### src/rtl/pipe_ctrl_pkg.sv
// Shared types for the pipeline-register controller: FSM encoding, default sizes, stage control pair.
// No logic of its own; imported by pipe_hazard_ctrl and pipe_load_use_detect.
package pipe_ctrl_pkg;

   typedef enum logic [1:0] {
      RUN    = 2'd0,
      DRAIN  = 2'd1,
      HALTED = 2'd2
   } state_e;

   localparam int REG_AW_DFLT       = 5;
   localparam int DRAIN_CYCLES_DFLT = 3;

   typedef struct packed {
      logic en;
      logic clr;
   } stage_ctl_t;

   localparam stage_ctl_t CTL_HOLD      = '{en: 1'b0, clr: 1'b0};
   localparam stage_ctl_t CTL_LOAD      = '{en: 1'b1, clr: 1'b0};
   localparam stage_ctl_t CTL_CLR       = '{en: 1'b0, clr: 1'b1};
   localparam stage_ctl_t CTL_LOAD_CLR  = '{en: 1'b1, clr: 1'b1};

endpackage

### src/rtl/pipe_load_use_detect.sv
// Load-use hazard detect: ID reads a register that the load in EX has yet to produce.
// Purely combinational, zero latency; no flow control.
module pipe_load_use_detect
   import pipe_ctrl_pkg::*;
#(
   parameter int REG_AW = REG_AW_DFLT
) (
   input  logic [REG_AW-1:0] id_rs,
   input  logic [REG_AW-1:0] id_rt,
   input  logic              id_use_rt,
   input  logic [REG_AW-1:0] ex_rd,
   input  logic              ex_memread,
   output logic              load_use
);

   // Register 0 is hardwired, so a load targeting it never creates a dependency.
   assign load_use = ex_memread && (ex_rd != '0) &&
                     ((ex_rd == id_rs) || (id_use_rt && (ex_rd == id_rt)));

endmodule

### src/rtl/pipe_hazard_ctrl.sv
// Pipeline-register controller (stall/flush/freeze/drain-halt); outputs combinational, act on the same edge.
// mem_busy freezes every stage; optional perf counters built only under PIPE_PERF_CNT_EN.
module pipe_hazard_ctrl
   import pipe_ctrl_pkg::*;
#(
   parameter int REG_AW       = REG_AW_DFLT,
   parameter int DRAIN_CYCLES = DRAIN_CYCLES_DFLT,
   parameter int CNT_W        = 32
) (
   input  logic              clk,
   input  logic              rst,
   input  logic [REG_AW-1:0] id_rs,
   input  logic [REG_AW-1:0] id_rt,
   input  logic              id_use_rt,
   input  logic              id_halt,
   input  logic [REG_AW-1:0] ex_rd,
   input  logic              ex_memread,
   input  logic              ex_branch_taken,
   input  logic              mem_busy,
   input  logic              go,
   output logic              pc_en,
   output logic              ifid_en,
   output logic              ifid_clr,
   output logic              idex_en,
   output logic              idex_clr,
   output logic              exmem_en,
   output logic              exmem_clr,
   output logic              memwb_en,
   output logic              memwb_clr,
   output logic              halted,
   output logic [CNT_W-1:0]  stall_cnt,
   output logic [CNT_W-1:0]  flush_cnt
);

   localparam logic [3:0] DRAIN_LAST = 4'(DRAIN_CYCLES - 1);

   state_e     state_q, state_d;
   logic [3:0] drain_q, drain_d;
   logic       load_use;
   stage_ctl_t ifid_c, idex_c, exmem_c, memwb_c;

   pipe_load_use_detect #(.REG_AW(REG_AW)) u_lu (
      .id_rs      (id_rs),
      .id_rt      (id_rt),
      .id_use_rt  (id_use_rt),
      .ex_rd      (ex_rd),
      .ex_memread (ex_memread),
      .load_use   (load_use)
   );

   always_ff @(posedge clk) begin
      if (rst) begin
         state_q <= RUN;
         drain_q <= '0;
      end else begin
         state_q <= state_d;
         drain_q <= drain_d;
      end
   end

   always_comb begin
      state_d = state_q;
      drain_d = drain_q;
      pc_en   = 1'b0;
      ifid_c  = CTL_HOLD;
      idex_c  = CTL_HOLD;
      exmem_c = CTL_HOLD;
      memwb_c = CTL_HOLD;
      if (rst) begin
         ifid_c  = CTL_CLR;
         idex_c  = CTL_CLR;
         exmem_c = CTL_CLR;
         memwb_c = CTL_CLR;
      end else begin
         case (state_q)
            RUN: begin
               if (!mem_busy) begin
                  pc_en   = 1'b1;
                  ifid_c  = CTL_LOAD;
                  idex_c  = CTL_LOAD;
                  exmem_c = CTL_LOAD;
                  memwb_c = CTL_LOAD;
                  // Branch wins over load-use: the ID instruction is squashed anyway.
                  if (ex_branch_taken) begin
                     ifid_c = CTL_LOAD_CLR;
                     idex_c = CTL_LOAD_CLR;
                  end else if (load_use) begin
                     pc_en  = 1'b0;
                     ifid_c = CTL_HOLD;
                     idex_c = CTL_LOAD_CLR;
                  end
                  if (id_halt && !ex_branch_taken) begin
                     state_d = DRAIN;
                     drain_d = '0;
                  end
               end
            end
            DRAIN: begin
               if (!mem_busy) begin
                  ifid_c  = CTL_CLR;
                  idex_c  = CTL_LOAD;
                  exmem_c = CTL_LOAD;
                  memwb_c = CTL_LOAD;
                  if (drain_q == DRAIN_LAST) begin
                     state_d = HALTED;
                  end else begin
                     drain_d = drain_q + 4'd1;
                  end
               end
            end
            HALTED: begin
               if (go) state_d = RUN;
            end
            default: state_d = RUN;
         endcase
      end
   end

   assign ifid_en   = ifid_c.en;
   assign ifid_clr  = ifid_c.clr;
   assign idex_en   = idex_c.en;
   assign idex_clr  = idex_c.clr;
   assign exmem_en  = exmem_c.en;
   assign exmem_clr = exmem_c.clr;
   assign memwb_en  = memwb_c.en;
   assign memwb_clr = memwb_c.clr;
   assign halted    = (state_q == HALTED) && !rst;

`ifdef PIPE_PERF_CNT_EN
   logic [CNT_W-1:0] stall_cnt_q, flush_cnt_q;
   logic             run_live;

   assign run_live = (state_q == RUN) && !mem_busy;

   always_ff @(posedge clk) begin
      if (rst) begin
         stall_cnt_q <= '0;
         flush_cnt_q <= '0;
      end else if (run_live && ex_branch_taken) begin
         flush_cnt_q <= flush_cnt_q + CNT_W'(1);
      end else if (run_live && load_use) begin
         stall_cnt_q <= stall_cnt_q + CNT_W'(1);
      end
   end

   assign stall_cnt = stall_cnt_q;
   assign flush_cnt = flush_cnt_q;
`else
   assign stall_cnt = '0;
   assign flush_cnt = '0;
`endif

endmodule

### config.mk
export PLATFORM = sky130hd
export DESIGN_NAME = pipe_hazard_ctrl
export DESIGN_NICKNAME = d
export VERILOG_FILES = /design/src/rtl/pipe_ctrl_pkg.sv /design/src/rtl/pipe_load_use_detect.sv /design/src/rtl/pipe_hazard_ctrl.sv
export SDC_FILE = /design/constraint.sdc
export NUM_CORES = 1
export LEC_CHECK = 0
export BUFFER_PORTS_ARGS = -buffer_cell sky130_fd_sc_hd__buf_2
export CAP_MARGIN = 20
export CORE_UTILIZATION = 40
export DETAILED_ROUTE_END_ITERATION = 12
export GPL_ROUTABILITY_DRIVEN = 0
export PLACE_DENSITY = 0.94
export SYNTH_ARGS = -nofsm -noshare
export SYNTH_HDL_FRONTEND = slang
export SYNTH_SLANG_ARGS = --single-unit
### constraint.sdc
create_clock -name clk -period 3.5 [get_ports clk]
set_input_delay 0.35 -clock clk [delete_from_list [all_inputs] [get_ports clk]]
set_output_delay 0.35 -clock clk [all_outputs]
set_load 0.01 [all_outputs]
== After elaboration in Yosys (flattened, before gate mapping) ==
Index checks and enable logic that the tools add are counted.
Storage, ports and cells
  register bits: 6
Cells by class
  add/subtract/negate cells: 1
  eq/ne operators: 11
  mux-type cells: 30
  reduce and logical (&&, ||, !) cells: 14
Operator list (count)
  two-way mux 2 bit: 14
  two-way mux 4 bit: 4
  != test 2 bit (second input constant): 6
  equality test 5 bit: 2
  AND reduction 5 bit: 2
  two-way mux 1 bit: 8
  case mux 2 bit (2 select lines): 2
  case mux 4 bit (2 select lines): 1
  case mux 2 bit (3 select lines): 1
  logical AND 1 bit: 5
  nonzero test 5 bit: 1
  adder 4 x 1 -> 4 bit (second input constant): 1
  equality test 4 x 2 -> 1 bit (second input constant): 1
  equality test 2 x 1 -> 1 bit (second input constant): 1
  equality test 2 bit (second input constant): 1
  zero test 1 bit: 2
  zero test 2 bit: 1
  nonzero test 2 bit: 1
  OR reduction 2 bit: 1
  logical OR 1 bit: 1

== Longest topological paths before layout ==
Gate-level depths: netlist of run 1.
  word-level depth: 9
  depth in mapped cells: 6
  gate-level depth less buffers: 6

== Modules after synthesis ==
Synthesis of run 1 repeated with hierarchy kept, for this count alone.
Unflattened totals
  cell total of the unflattened synthesis: 140
  area total of the unflattened synthesis: 1067.3 µm²
Modules (own cells, without submodules)
  pipe_hazard_ctrl: times used 1, cells each 123, area an instance 934.6 µm²
  pipe_load_use_detect: times used 1, cells each 17, area an instance 132.6 µm²

== Worst setup path before layout of run 1 ==
OpenSTA, ideal clock, no wires.
  kind: input port to output port
  start: in ex_rd[4]
  end: out idex_clr
  arrival: 1.422 ns
  path slack: 1.728 ns
  stages: 4
  buffers on the path: 0
  cells stage by stage: xor2_1 > nor4_1 > a32oi_1 > o41ai_1
Between the ends
  cells in the longest elaborated chain, start to end: 9
  elaborated cells on any way between the ends: 12
  those cells by class: 2 x eq/ne; 5 x mux; 5 x reduce/logical
Ends and longest elaborated chain
  start: declaration: line pipe_hazard_ctrl.sv:16  | input logic [REG_AW-1:0] ex_rd,
  equality test 5 bit: line pipe_load_use_detect.sv:18  | ((ex_rd == id_rs) || (id_use_rt && (ex_rd == id_rt)));
  logical AND 1 bit: line pipe_load_use_detect.sv:18
  logical OR 1 bit: line pipe_load_use_detect.sv:18
  logical AND 1 bit *: line pipe_load_use_detect.sv:17  | assign load_use = ex_memread && (ex_rd != '0) &&
  two-way mux 1 bit *: line pipe_hazard_ctrl.sv:87  | end else if (load_use) begin
  two-way mux 1 bit *: line pipe_hazard_ctrl.sv:84  | if (ex_branch_taken) begin
  two-way mux 2 bit *: line pipe_hazard_ctrl.sv:77  | if (!mem_busy) begin
  case mux 2 bit (2 select lines) *: line pipe_hazard_ctrl.sv:75  | case (state_q)
  two-way mux 2 bit *: line pipe_hazard_ctrl.sv:69  | if (rst) begin
  end: declaration: line pipe_hazard_ctrl.sv:25  | output logic idex_clr,
Mark *: on every way between the ends. The rest lies on a longest branch, timed or not.

== Worst setup path after layout of run 1 ==
Same ends and word-level chain as after synthesis.

==> results.md, run 1 <==
* Initial DRC Count at 17
* Tcrit/Tclk final at 0.576
* First-pass GRT wire length at 2230 µm
* Congestion Overflow GR at 0
* Vias in the first global route at 521
* CP arrival at 1670 ps
* FILL cells at 258
* Initial antenna violation count at 0
* CP most frequent cell: buf_2
* FF-to-FF path depth at 6
* Crit path max fanout at 3
* Clk_skew at 6.27 ps
* CTS Root Cell: clkbuf_4
* I/O Buffers at 32
* Via count at 790
* Routed len/inst at 8.41 µm
* Critical path launch point: ex_rd[4]
* Slew headroom at 0.648
* Clock latency on the worst-skew pair at 250 ps
* CTS Hold Bufs at 0
* Tot Pwr at 0.000223 W
* CP endpoint kind: output pin
* Core Region at 2480 µm²
* Slowest CP cell: o41ai_1
* Commonest cells post-synth: 67 x buf_4, 9 x nor2_1, 9 x xor2_1
* Ports at 97
* Cells after synthesis at 138
* FFs w/ async S/R, synth at 0
* Crit start category: input port
* Worst R2R Setup Slack at 1810 ps
* Setup-failing EPs final at 0
* DRT Wirelength at 1650 µm
* Largest area contributor in the netlist: buf_4
* Max-cap violations at 0
* Critical path's top delay family: compound AO/OA/AOI/OAI gates
* Seq pwr share at 0.321
* Hold Path End: state_q[1]
* Clk sinks at 6
* Peak supply drop at 0.161 mV
* # diodes at 0
* Synth cell types at 32
* Die Y at 53.0 µm
* CP Class: in -> out
* Post-synthesis sequential area ratio at 0.115
* Post-route DRC violation count at 0
* Top cells by area, synth: buf_4 48%, dfxtp_1 12%, xor2_1 7.6%
* Via/cell ratio at 4.03
* Num rows at 18
* DP HPWL at 1340 µm
* H-Tree Depth at 1
* CTS tree: done
* Mean Syn Cell Area at 7.54 µm²
* Hold Startpoint: rst
* Largest net degree at the start of global routing at 13
* LEAKAGE at 0.540 nW
* Die Wd at 53.0 µm
* Post-CTS Resized at 0
* Final instance area at 975 µm²
* Buf+Inv Stages, Crit Path at 2
* Crit-path cells: buf_2 > xor2_1 > nor4_1 > a32oi_1 > o41ai_1 > buf_2
* Router iterations before antenna repair at 4
* Hold Path Depth at 2
* Min Hold Slack at 421 ps
* Fmax at 496 MHz
* Reg2reg start: drain_q[0]
* Area post-placement at 952 µm²
* Post-synthesis register bit count at 6
* Net Switching at 0.0000902 W
* R2R Path End: drain_q[1]
* Total GRT Usage at 0.111
* Synth-to-layout area growth at -6.37%
* Final Hold Vio Count at 0
* CTS max path bufs at 2
* Power density over cell area at 229 nW/µm²
* EDFF count, synth at 0
* Hold Path Class: in -> reg
* Clock share of power at 0.302
* Required @ worst endpoint at 3150 ps
* Min cycle time layout at 2020 ps
* Initial Utilization at 0.420
* Ys flop type: dfxtp_1
* Post-synth top area share at 0.483
* Full die area at 2810 µm²
* Setup tns final at 0 ps
* Post-DRT Antenna Nets at 0
* Setup Fix Bufs, Post-CTS at 0
* Worst slew pin tran at 521 ps
* Slew Limit Fails at 0
* Final net count at 193
* Status: finished clean
* RSZ-0062 raised after global routing: no
* Layout cells sized above 1 at 0.223
* Synth Warn # at 0
* Power Internal at 0.000133 W
* Slowest stage delay, CP at 360 ps
* TritonCTS Buffers at 3
* Clock transition at the registers of the reported paths at 40 ps
* Switching part of the total power at 0.404
* Mapped Area at 1040 µm²
* Comb pwr share at 0.377
* Most frequent cell after synthesis: buf_4
layout make-up:
| cell class | instances | area, µm² | share of cell area |
|---|---|---|---|
| tap | 30 | 37.5 | 0.0385 |
| sequential | 6 | 120 | 0.123 |
| multi-input combinational | 122 | 623 | 0.639 |
| timing repair buffer | 32 | 160 | 0.164 |
| clock buffer | 3 | 22.5 | 0.0231 |
| inverter | 3 | 11.3 | 0.0116 |
layer usage:
layer / vias up / GRT usage / routed length, µm
li1: 387 / - / -
met1: 349 / 0.122 / 650
met2: 52 / 0.184 / 822
met3: 2 / 0.0345 / 148
met4: 0 / 0.0658 / 27
met5: - / 0 / 0
worst max path at each step:
stage          endpoint  depth (start not counted)  slack, ps
6_report       idex_clr                          6       1480
5_1_grt        idex_clr                          6       1420
4_1_cts        idex_clr                          6       1510
3_5_place_dp   idex_clr                          6       1510
3_3_place_gp    ifid_en                          5       1550
2_1_floorplan  idex_clr                          4       1730
through the flow:
stage,setup slack [ps],std cells,util
after floorplan,1730,201,-
after global placement,1550,193,0.384
after detailed placement,1510,193,0.384
after CTS,1510,196,0.393
after global routing,1420,196,0.393
final,1480,196,0.393
logic make-up after synthesis:
| group | after synthesis | synth area share |
|---|---|---|
| adders and majority gates | 2 | 0.0240 |
| AOI/OAI and AO/OA | 18 | 0.113 |
| buffers and inverters | 73 | 0.513 |
| DFF | 6 | 0.115 |
| other | 1 | 0.00360 |
| and+or+nand+nor | 28 | 0.147 |
| xor gates and xnor gates | 10 | 0.0841 |
sequential cells by signal, indices dropped and copies added (netlist names):
name / flops
state_q: 2
drain_q: 4
power groups by stage:
stage / sequential [W] / clock, W / combinational, W
2_1_floorplan: 0.0000714 / 0 / 0.000115
3_3_place_gp: 0.0000729 / 0 / 0.0000813
3_5_place_dp: 0.0000730 / 0 / 0.0000825
4_1_cts: 0.0000716 / 0.0000682 / 0.0000829
5_1_grt: 0.0000718 / 0.0000728 / 0.0000954
6_report: 0.0000717 / 0.0000674 / 0.0000842
layout by cell type (no fill, tap or decap), types with 2 or more instances in the layout:
master	n
nand2_1	4
o21ai_0	5
or4_1	2
nand3_1	2
conb_1	64
ha_1	2
inv_1	3
clkbuf_4	3
a21oi_1	5
buf_2	32
o311a_1	2
dfxtp_1	6
nor2_1	9
xor2_1	9
nor3_1	3
Note: power is estimated with default switching activity, not from simulation.
==> run 2: changes to the inputs <==
--- a/config.mk
+++ b/config.mk
@@ -7,10 +7,10 @@
 export LEC_CHECK = 0
 export BUFFER_PORTS_ARGS = -buffer_cell sky130_fd_sc_hd__buf_2
 export CAP_MARGIN = 20
-export CORE_UTILIZATION = 40
+export CORE_UTILIZATION = 37
 export DETAILED_ROUTE_END_ITERATION = 12
 export GPL_ROUTABILITY_DRIVEN = 0
-export PLACE_DENSITY = 0.94
+export PLACE_DENSITY = 0.89
 export SYNTH_ARGS = -nofsm -noshare
 export SYNTH_HDL_FRONTEND = slang
 export SYNTH_SLANG_ARGS = --single-unit
==> constraint.sdc (replaced) <==
create_clock -name clk -period 1.96 [get_ports clk]
set_input_delay 0.196 -clock clk [delete_from_list [all_inputs] [get_ports clk]]
set_output_delay 0.196 -clock clk [all_outputs]
set_load 0.01 [all_outputs]
==> results.md, run 2 (same netlist as run 1, synthesis figures left out) <==
* Synth-to-layout area growth at -6.37% (unchanged)
* Final Hold Vio Count at 0 (unchanged)
* Status: finished clean
* Crit path max fanout at 4 (+1)
* Post-route DRC violation count at 0 (unchanged)
* Peak supply drop at 0.186 mV (+15%)
* Setup Fix Bufs, Post-CTS at 0 (unchanged)
* CTS tree: done
* Clk sinks at 6 (unchanged)
* Biggest register: drain_q
* LEAKAGE at 0.540 nW (unchanged)
* Final net count at 193 (unchanged)
* FILL cells at 276 (+7.0%)
* RSZ-0062 raised after global routing: no
* First-pass GRT wire length at 2180 µm (-2.2%)
* CP Class: reg -> reg
* Full die area at 3030 µm² (+7.8%)
* I/O Buffers at 32 (unchanged)
* Largest net degree at the start of global routing at 13 (unchanged)
* Power density over cell area at 402 nW/µm² (+76%)
* Clock transition at the registers of the reported paths at 50 ps (about the same)
* Post-DRT Antenna Nets at 0 (unchanged)
* Setup ws final at 240 ps (-1250 ps)
* CTS Hold Bufs at 0 (unchanged)
* Initial antenna violation count at 0 (unchanged)
* Die Y at 55.0 µm (+3.8%)
* Via/cell ratio at 4.01 (-0.51%)
* Min cycle time layout at 1720 ps
* Worst slack, placed at 268 ps (-1250 ps)
* Most frequent cells in the layout: 64 x conb_1, 32 x buf_2, 9 x xor2_1, 9 x nor2_1, 6 x dfxtp_1
* # diodes at 0 (unchanged)
* CP endpoint kind: flop
* Slowest CP cell: nor4b_1
* Slowest stage delay, CP at 540 ps (+180 ps)
* Max-cap violations at 0 (unchanged)
* Routed len/inst at 8.76 µm (+4.1%)
* Crit start category: flop
* Worst slew pin tran at 621 ps (+100 ps)
* Congestion Overflow GR at 0 (unchanged)
* Die Wd at 55.0 µm (+3.8%)
* Router iterations before antenna repair at 4 (unchanged)
* Initial DRC Count at 15 (-2)
* Required @ worst endpoint at 2140 ps (-1010 ps)
* DP HPWL at 1480 µm (+10%)
* Post-CTS Resized at 0 (unchanged)
* Core Region at 2570 µm² (+3.6%)
* Most common cell after layout, fill and taps aside: conb_1
* Via count at 786 (-0.51%)
* Setup tns final at 0 ps (unchanged)
* CP arrival at 1900 ps (+230 ps)
* Hold Path Class: in -> reg
* Setup-failing EPs final at 0 (unchanged)
* H-Tree Depth at 1 (unchanged)
* Initial Utilization at 0.405 (-0.0147)
* Layout cells sized above 1 at 0.223 (unchanged)
* CTS max path bufs at 2 (unchanged)
* Clock latency on the worst-skew pair at 250 ps (about the same)
* CTS Root Cell: clkbuf_4
* Slew headroom at 0.580 (-0.0679)
* Clk_skew at 5.99 ps (-0.274 ps)
* Max FFs per register at 4 (unchanged)
* Largest regs: drain_q x4, state_q x2
* Tcrit/Tclk final at 0.878
* TritonCTS Buffers at 3 (unchanged)
* Crit-path cells: inv_1 > ha_1 > or3b_1 > nor4b_1 > nand2_1 > a21oi_1
* Num rows at 18 (unchanged)
* Fmax at 581 MHz
* Ports at 97 (unchanged)
* Vias in the first global route at 525 (+0.77%)
* DRT Wirelength at 1720 µm (+4.1%)
* Total GRT Usage at 0.103 (-0.00744)
* Slew Limit Fails at 0 (unchanged)
run 2: cell counts in the layout (fill, tap and decap cells not counted):
No cell type changed its count.
run 2: routing by layer:
layer	track usage	up-vias	part of all wire
met5	0	-	0
met4	0.0750	0	0.025
met3	0.0246	5	0.089
met2	0.175	52	0.53
met1	0.111	341	0.36
li1	-	388	-
run 2: cell type report:
type | instances | area, µm² | area share
Timing Repair Buffer | 32 | 160 | 0.164
Sequential cell | 6 | 120 | 0.123
Inverter | 3 | 11.3 | 0.0116
Clock buffer | 3 | 22.5 | 0.0231
Tap cell | 30 | 37.5 | 0.0385
Multi-Input combinational cell | 122 | 623 | 0.639
run 2: power breakdown:
group	internal (W)	leakage (nW)	switching (W)
logic	0.0000437	0.477	0.000106
clock network	0.0000693	0.0138	0.0000450
registers	0.000124	0.0485	0.00000395
run 2: stage by stage:
stage / util / hold WS [ps] / instance area (µm²) / instances / total power (W)
after floorplan: - / 378 / 1280 / 201 / 0.000332
after global placement: 0.371 / 460 / 952 / 193 / 0.000275
after detailed placement: 0.371 / 461 / 952 / 193 / 0.000277
after CTS: 0.380 / 265 / 975 / 196 / 0.000393
after global routing: 0.380 / 299 / 975 / 196 / 0.000426
final: 0.380 / 263 / 975 / 196 / 0.000392
run 2: path summary, 6_finish.rpt:
path	from	to	slack, ps	cells past startpoint
setup / recovery	drain_q[0]	drain_q[0]	240	6
hold / removal	rst	state_q[1]	260	2
setup reg to reg	drain_q[0]	drain_q[0]	240	6
hold reg to reg	drain_q[3]	drain_q[3]	470	2
run 2: worst max-delay path: cells and delay by family (launching register included):
family	cells	cell delay [ps]
and+or+nand+nor	3	900
DFF	1	360
adders and majority gates	1	180
buffers and inverters	1	70
AOI/OAI and AO/OA	1	150
